===== src/rtl/serial_frame_tx_pkg.sv =====
// rtl/serial_frame_tx_pkg.sv - shared link definitions for the preamble-framed serial link
package serial_frame_tx_pkg;

    // Line FSM states; the receiving detector uses the same encoding.
    typedef enum logic [1:0] {
        ST_IDLE = 2'd0,
        ST_PRE  = 2'd1,
        ST_DATA = 2'd2,
        ST_GAP  = 2'd3
    } tx_state_e;

    localparam int         DEF_DATA_W   = 8;
    localparam int         DEF_PRE_W    = 4;
    localparam logic [3:0] DEF_PREAMBLE = 4'b1011;
    localparam int         DEF_IDLE_GAP = 1;

    // Bit-counter width: wide enough for the longest of preamble, payload and gap.
    function automatic int cnt_width(input int a, input int b, input int c);
        int m;
        m = 2;
        if (a > m) m = a;
        if (b > m) m = b;
        if (c > m) m = c;
        return $clog2(m);
    endfunction

endpackage


===== src/rtl/serial_frame_tx_shift_reg.sv =====
// rtl/serial_frame_tx_shift_reg.sv - payload shift register, parallel load, MSB-first shift
module tx_shift_reg #(
    parameter int W = 8
) (
    input  logic         clk,
    input  logic         rst,
    input  logic         load_i,
    input  logic [W-1:0] data_i,
    input  logic         shift_i,
    output logic         msb_o
);

    logic [W-1:0] shreg_q;

    // Load wins over shift; a shift moves the next payload bit into the MSB.
    always_ff @(posedge clk or posedge rst) begin
        if (rst) begin
            shreg_q <= '0;
        end else if (load_i) begin
            shreg_q <= data_i;
        end else if (shift_i) begin
            shreg_q <= {shreg_q[W-2:0], 1'b0};
        end
    end

    assign msb_o = shreg_q[W-1];

endmodule


===== src/rtl/serial_frame_tx.sv =====
// rtl/serial_frame_tx.sv - serial frame transmitter: preamble, MSB-first payload, idle gap
module serial_frame_tx
    import serial_frame_tx_pkg::*;
#(
    parameter int               DATA_W   = DEF_DATA_W,
    parameter int               PRE_W    = DEF_PRE_W,
    parameter logic [PRE_W-1:0] PREAMBLE = PRE_W'(DEF_PREAMBLE),
    parameter int               IDLE_GAP = DEF_IDLE_GAP
) (
    input  logic              clk,
    input  logic              rst,
    input  logic              clkEn,
    input  logic [DATA_W-1:0] data_in,
    input  logic              data_valid,
    output logic              data_ready,
    output logic              serOut,
    output logic              payloadBit,
    output logic              busy,
    output logic              frame_done
);

    localparam int CW       = cnt_width(PRE_W, DATA_W, IDLE_GAP);
    localparam int GAP_LAST = (IDLE_GAP > 0) ? IDLE_GAP - 1 : 0;

    tx_state_e     state_q;
    logic [CW-1:0] cnt_q;
    logic          ser_q;
    logic          pb_q;
    logic          fd_q;
    logic          pre_bit_d;
    logic          shift_msb;
    logic          load;
    logic          shift;

    assign load  = (state_q == ST_IDLE) && data_valid;
    assign shift = (state_q == ST_DATA) && clkEn;

    tx_shift_reg #(.W(DATA_W)) u_shreg (
        .clk     (clk),
        .rst     (rst),
        .load_i  (load),
        .data_i  (data_in),
        .shift_i (shift),
        .msb_o   (shift_msb)
    );

    // Select the preamble bit for the current count, MSB of the pattern first.
    always_comb begin
        pre_bit_d = 1'b0;
        for (int i = 0; i < PRE_W; i++) begin
            if (cnt_q == CW'(PRE_W - 1 - i)) pre_bit_d = PREAMBLE[i];
        end
    end

    // Frame FSM: handshake on any edge, line bits advance only on clkEn edges.
    always_ff @(posedge clk or posedge rst) begin
        if (rst) begin
            state_q <= ST_IDLE;
            cnt_q   <= '0;
            ser_q   <= 1'b0;
            pb_q    <= 1'b0;
            fd_q    <= 1'b0;
        end else begin
            fd_q <= 1'b0;
            case (state_q)
                ST_IDLE: begin
                    if (clkEn) begin
                        ser_q <= 1'b0;
                        pb_q  <= 1'b0;
                    end
                    if (data_valid) begin
                        cnt_q   <= '0;
                        state_q <= ST_PRE;
                    end
                end
                ST_PRE: begin
                    if (clkEn) begin
                        ser_q <= pre_bit_d;
                        pb_q  <= 1'b0;
                        if (cnt_q == CW'(PRE_W - 1)) begin
                            cnt_q   <= '0;
                            state_q <= ST_DATA;
                        end else begin
                            cnt_q <= cnt_q + 1'b1;
                        end
                    end
                end
                ST_DATA: begin
                    if (clkEn) begin
                        ser_q <= shift_msb;
                        pb_q  <= 1'b1;
                        if (cnt_q == CW'(DATA_W - 1)) begin
                            fd_q    <= 1'b1;
                            cnt_q   <= '0;
                            state_q <= (IDLE_GAP == 0) ? ST_IDLE : ST_GAP;
                        end else begin
                            cnt_q <= cnt_q + 1'b1;
                        end
                    end
                end
                default: begin
                    if (clkEn) begin
                        ser_q <= 1'b0;
                        pb_q  <= 1'b0;
                        if (cnt_q == CW'(GAP_LAST)) begin
                            cnt_q   <= '0;
                            state_q <= ST_IDLE;
                        end else begin
                            cnt_q <= cnt_q + 1'b1;
                        end
                    end
                end
            endcase
        end
    end

    assign data_ready = (state_q == ST_IDLE);
    assign busy       = (state_q != ST_IDLE);
    assign serOut     = ser_q;
    assign payloadBit = pb_q;
    assign frame_done = fd_q;

endmodule


===== config.mk =====
export PLATFORM = sky130hd
export DESIGN_NAME = serial_frame_tx
export DESIGN_NICKNAME = d
export VERILOG_FILES = /design/src/rtl/serial_frame_tx_pkg.sv /design/src/rtl/serial_frame_tx_shift_reg.sv /design/src/rtl/serial_frame_tx.sv
export SDC_FILE = /design/constraint.sdc
export NUM_CORES = 1
export LEC_CHECK = 0
export CAP_MARGIN = 20
export CORE_MARGIN = 10
export CORE_UTILIZATION = 50
export CTS_CLUSTER_DIAMETER = 200
export DETAILED_ROUTE_END_ITERATION = 12
export GPL_TIMING_DRIVEN = 0
export PLACE_DENSITY = 0.75
export SYNTH_ARGS = -nofsm -noshare
export SYNTH_HDL_FRONTEND = slang
export SYNTH_SLANG_ARGS = --single-unit
export TNS_END_PERCENT = 50

===== constraint.sdc =====
create_clock -name clk -period 2.02 [get_ports clk]
set_input_delay 0.404 -clock clk [delete_from_list [all_inputs] [get_ports clk]]
set_output_delay 0.404 -clock clk [all_outputs]
set_load 0.05 [all_outputs]

---- Word-level counts from Yosys, hierarchy flattened ----
Cells that the tools add are included.
cells by class
  add/sub/neg operators ................... 1
  muxes and demuxes ....................... 31
  eq/ne operators ......................... 11
  reduce and logical (&&, ||, !) cells .... 10
operators by type and width
  kind                                                 count
  two-way mux 3 bit                                    7
  two-way mux 8 bit                                    2
  two-way mux 2 bit                                    7
  two-way mux 1 bit                                    12
  one-hot mux 3 bit (3 select lines)                   1
  != test 2 bit, second input constant                 4
  AND reduction 7 bit                                  1
  equality test 3 x 2 -> 1 bit, second input constant  2
  one-hot mux 2 bit (3 select lines)                   1
  nonzero test 2 bit                                   3
  AND reduction 4 bit                                  1
  nonzero test 4 bit                                   1
  adder 3 x 1 -> 3 bit, second input constant          1
  equality test 3 x 1 -> 1 bit, second input constant  1
  equality test 3 bit, second input constant           1
  logical NOT 3 bit                                    1
  equality test 2 x 1 -> 1 bit, second input constant  1
  equality test 2 bit, second input constant           1
  logical AND 1 bit                                    2
  logical NOT 2 bit                                    1
  != test 2 x 1 -> 1 bit, second input constant        1
  one-hot mux 1 bit (2 select lines)                   1
storage, ports and cells
  input port bits ......................... 12
  output and inout bits ................... 5
  bits in registers ....................... 16

---- Longest topological paths before layout ----
  word-level depth ........................ 7
  depth in mapped cells ................... 7
  gate-level depth less buffers ........... 6

---- Hierarchy ----
From an unflattened synthesis, not the netlist that was laid out.
second synthesis, totals
  cell total of the unflattened synthesis .. 98
  area total of the unflattened synthesis .. 991.0 µm²
modules (own cells, without submodules)
  module           cells each  instances  area each (µm²)
  serial_frame_tx  63          1          618.1
  tx_shift_reg     35          1          372.9

---- Worst setup path after synthesis ----
Ideal clock, no wire load.
  path kind ............................... register to register
  from .................................... register state_q[0]
  to ...................................... register state_q[1]
  path buffers ............................ 0
  setup time .............................. 0.125 ns
  path slack .............................. -0.227 ns
  cell stages (with the launch flop) ...... 7
  required time ........................... 1.895 ns
  data arrival time ....................... 2.122 ns
  cell sequence ........................... dfrtp_1 inv_1 ha_1 inv_1 o22ai_2 nor3_1 mux2_2
between the ends
  longest elaborated chain between the ends .. 3
RTL lines
  element                                                      RTL line               text
  from (decl)                                                  serial_frame_tx.sv:25  tx_state_e state_q;
  from (signal assigned)                                       serial_frame_tx.sv:95  state_q <= (IDLE_GAP == 0) ? ST_IDLE : ST_GAP;
  logical NOT 2 bit *                                          --
  via data_ready                                               serial_frame_tx.sv:15  output logic data_ready,
  nonzero test 4 bit (no source line) (tied with other cells)  --
  AND reduction 7 bit (no source line)                         --
Mark *: on every way through the listed nets, which the timed path passes. The rest lies on a longest branch.
A chain may end at the register's enable or synchronous reset.

---- Final worst setup path ----
  from .................................... register state_q[0]
  to ...................................... output port data_ready
between the ends
  longest elaborated chain between the ends .. 1
RTL lines
  element            RTL line                text
  logical NOT 2 bit  serial_frame_tx.sv:117  assign data_ready = (state_q == ST_IDLE);
  to (decl)          serial_frame_tx.sv:15
Every way passes these cells.

==> summary.md <==
| Metric | Value |
|---|---|
| Source-to-sink clock delay at the later pin of the worst-skew pair | 0.30 ns |
| GR Util All Layers | 10.2% |
| Cell count after synthesis | 98 |
| # setup viols final | 0 |
| Register-to-Register Path Depth | 7 |
| Clk network pwr share | 12.6% |
| Crit Path Max Fanout | 6 |
| Count of boundary I/O pins | 17 |
| Met1 Use GR | 12.0% |
| Flip-flop cell with the highest count after synthesis | dfrtp_1 |
| Share of async-settable or async-resettable flops after synthesis | 100% |
| Half-perimeter wire length after placement | 1510 um |
| Count of final hold-check violations | 0 |
| Cell Area, Placed | 1150 um2 |
| Horiz. Die Dim | 63.5 um |
| Slew at the pin with the worst max-slew slack | 0.615 ns |
| DR pass1 iterations | 5 |
| Cell taking the most area after synthesis | dfrtp_1 |
| Register cell area after layout | 400 um2 |
| Initial core utilization | 53.6% |
| Total setup buffers inserted after CTS | 0 |
| Fraction of layout cells with a size suffix above 1 | 10.2% |
| Cells along the critical path | inv_1, ha_4, clkdlybuf4s15_1 |
| Number of distinct library cells after synthesis | 26 |
| Commonest non-fill, non-tap cell in the layout | dfrtp_1 |
| Port Buf Inserts | 16 |
| Peak ir drop on the vdd network | 0.000892 V |
| Inserted Clock Buffers | 3 |
| Flop pwr share | 31.5% |
| Clk root buf | clkbuf_4 |
| Total non-filler cell area in the finished layout | 1190 um2 |
| Top area cells in the synthesized netlist | dfrtp_1 42%, ha_1 15%, mux2i_1 8.5%, o21ai_0 6.9%, nand2_1 5.6% |
| Area of the multi-input gates | 499 um2 |
| Cell Area, Synth | 946 um2 |
| Synth Area in Simple Gates | 13.5% |
| Reg-to-reg critical path endpoint | state_q[1] |
| CTS clock-pin slew for the worst setup and hold paths | 0.11 ns |
| Vias in the first global route | 763 |
| Average vias per placed instance | 5.41 |
| Number of sinks driven by the clock tree | 16 |
| Adder-cell share of the synthesized area | 14.6% |
| H-tree depth reported by CTS | 1 |
| Top delay family on crit path | buffers and inverters |
| Fmax | 509 MHz |
| Routed Antenna Nets | 0 |
| Via count of the routed design | 773 |
| Utilization after layout | 67.4% |
| Filler cells | 161 |
| Crit path launch type | flip-flop |
| Relative max-transition margin | 58.9% |
| Fraction of the mapped netlist area in compound gates | 13.2% |
| Yosys warning total | 0 |
| WHS | 0.464 ns |
| Final period utilization | 97.3% |
| GRT overflow | 0 |
| Hold/Removal Path Class | primary input to async pin |
| Routability cong. | 0.789 |
| Xor/xnor cell area share of the yosys netlist | 0% |
| Share of cell area taken by muxes after synthesis | 9.66% |
| Share of the yosys chip area belonging to registers | 42.3% |
| TritonCTS clock tree | built |
| Slowest cell delay on critical path | 0.50 ns |
| Site row count | 15 |
| Syn nets | 121 |
| Register-to-register path setup slack | 0.14 ns |
| Most frequent cells in the layout | 16 x dfrtp_1, 14 x nand2_1, 14 x clkdlybuf4s50_1, 13 x o21ai_0, 11 x inv_1 |
| Main combinational cell family by area after synthesis | adder cells |
| End point of the critical path | data_ready |
| Combinational share of power | 55.9% |
| Flops & latches, synth | 16 |
| Power density over the cells | 1490 nW/um2 |
| Antenna Cells | 0 |
| Crit. Startpoint | state_q[0] |
| Cell type of the slowest stage on the worst timing path | clkdlybuf4s15_1 |
| Number of DRC violations after detailed-routing iteration 0 | 19 |
| Area Growth Syn to Fin | 25.8% |
| Clock period minus worst slack | 1.97 ns |
| Setup repair after global routing missed its margin | yes |
| Floorplan core area | 1760 um2 |
| Reg-to-reg critical path startpoint | state_q[0] |
| Net switching power of the design | 0.795 mW |
| Wirelength, routed | 2000 um |
| Run status | completed |
| CP bufs+invs | 2 |
| Leakage power | 0.569 nW |
| Switching part of the total | 44.8% |
| Cell-internal power | 0.978 mW |
| DRC violation count after routing | 0 |
| Initial antenna violation count | 0 |
| Number of enable flip-flop cells after synthesis | 0 |
| Number of buffers on the longest clock path | 2 |
| Global routing's busiest layer | met2 |
| Synthesized area per cell | 9.65 um2 |
| Count of maximum capacitance violations | 0 |
| Average wire per cell in the routed design | 14.0 um |
| Die area | 4030 um2 |
| Share of the synthesized area in the top cell type | 42.3% |
| CP arrival | 1.56 ns |
| Net count of the finished layout | 142 |
| Endpoint type of the worst setup path | primary output |
| Maximum number of pins on one net before global-route repair | 17 |
| Required time at the worst-slack endpoint | 1.62 ns |
| GR met3 Demand/Resource | 2.83% |
| Logic depth of the worst setup path including buffers | 3 |
| Setup Skew | 0.0108 ns |
| Critical path start-end classification | flip-flop to primary output |
| Final max-slew violation count | 0 |
| Die Height | 63.5 um |
| First-pass GRT wire length | 3400 um |
| Met2 Use GR | 16.6% |
flip-flops by register name, summed over array words and instances, names as in the netlist:
name,cells
u_shreg.shreg_q,8
payloadBit,1
serOut,1
frame_done,1
state_q,2
cnt_q,3
metrics by stage:
| step | setup slack [ns] | total power [mW] | TNS (ns) | instances |
|---|---|---|---|---|
| floorplan | 0.102 | 1.30 | 0 | 98 |
| CTS | 0.00607 | 1.77 | 0 | 143 |
| detailed placement | 0.0214 | 1.56 | 0 | 139 |
| global route | -0.0174 | 1.91 | -0.0174 | 143 |
| finish | 0.0536 | 1.77 | 0 | 143 |
| global placement | 0.0548 | 1.51 | 0 | 139 |
area by class of cell:
cell class	instances	area share [%]
plain buffers	3	1.58
clock buffers	4	3.05
inverters	12	4.10
multi-input cells	67	42.0
flip-flops and latches	16	33.6
well taps	25	2.63
repair buffers	16	13.0
cell families after synthesis:
kind of cell / after synthesis
compound gates: 21
simple gates: 26
buf+inv: 15
mux: 9
flops: 16
fa+ha+maj: 11
how the worst min path moves through the flow:
stage                     startpoint  slack (ns)         end
after floorplan                  rst        0.32    cnt_q[0]
after global placement    payloadBit        0.51  payloadBit
after detailed placement  payloadBit        0.52  payloadBit
after CTS                        rst        0.49    cnt_q[0]
after global routing             rst        0.51    cnt_q[0]
final                            rst        0.46    cnt_q[0]
power by group through the flow:
| stage | registers, mW | logic (mW) | clock network (mW) |
|---|---|---|---|
| 6_report | 0.558 | 0.990 | 0.224 |
| 5_1_grt | 0.576 | 1.08 | 0.248 |
| 4_1_cts | 0.558 | 0.986 | 0.224 |
| 3_5_place_dp | 0.566 | 0.993 | 0 |
| 3_3_place_gp | 0.558 | 0.955 | 0 |
| 2_1_floorplan | 0.597 | 0.701 | 0 |
worst register-to-register path, stage by stage (launching register included):
cell     delay [ns]
dfrtp_1        0.40
inv_1          0.11
ha_1           0.22
buf_6          0.14
nor3b_2        0.20
o22ai_2        0.16
nor3_2         0.20
mux2_2         0.36
cell usage after synthesis (all sizes together) (2+ instances only):
cell / count
clkbuf: 2
dfrtp: 16
o21ai: 13
mux2i: 8
nand2: 14
o22ai: 2
inv: 12
nor2: 3
a21oi: 2
ha: 11
per-layer routing:
layer	wire length (um)	up-vias
met5	0	-
met4	37	0
met3	101	5
met2	953	21
met1	912	374
li1	-	373
repair_timing:
item                       CTS  global route
hold buffers                 0             0
pin swaps                    0             1
resized for setup            2             4
hold endpoints to repair     0             0
setup endpoints to repair    2             3
(Power assumes the default switching activity.)
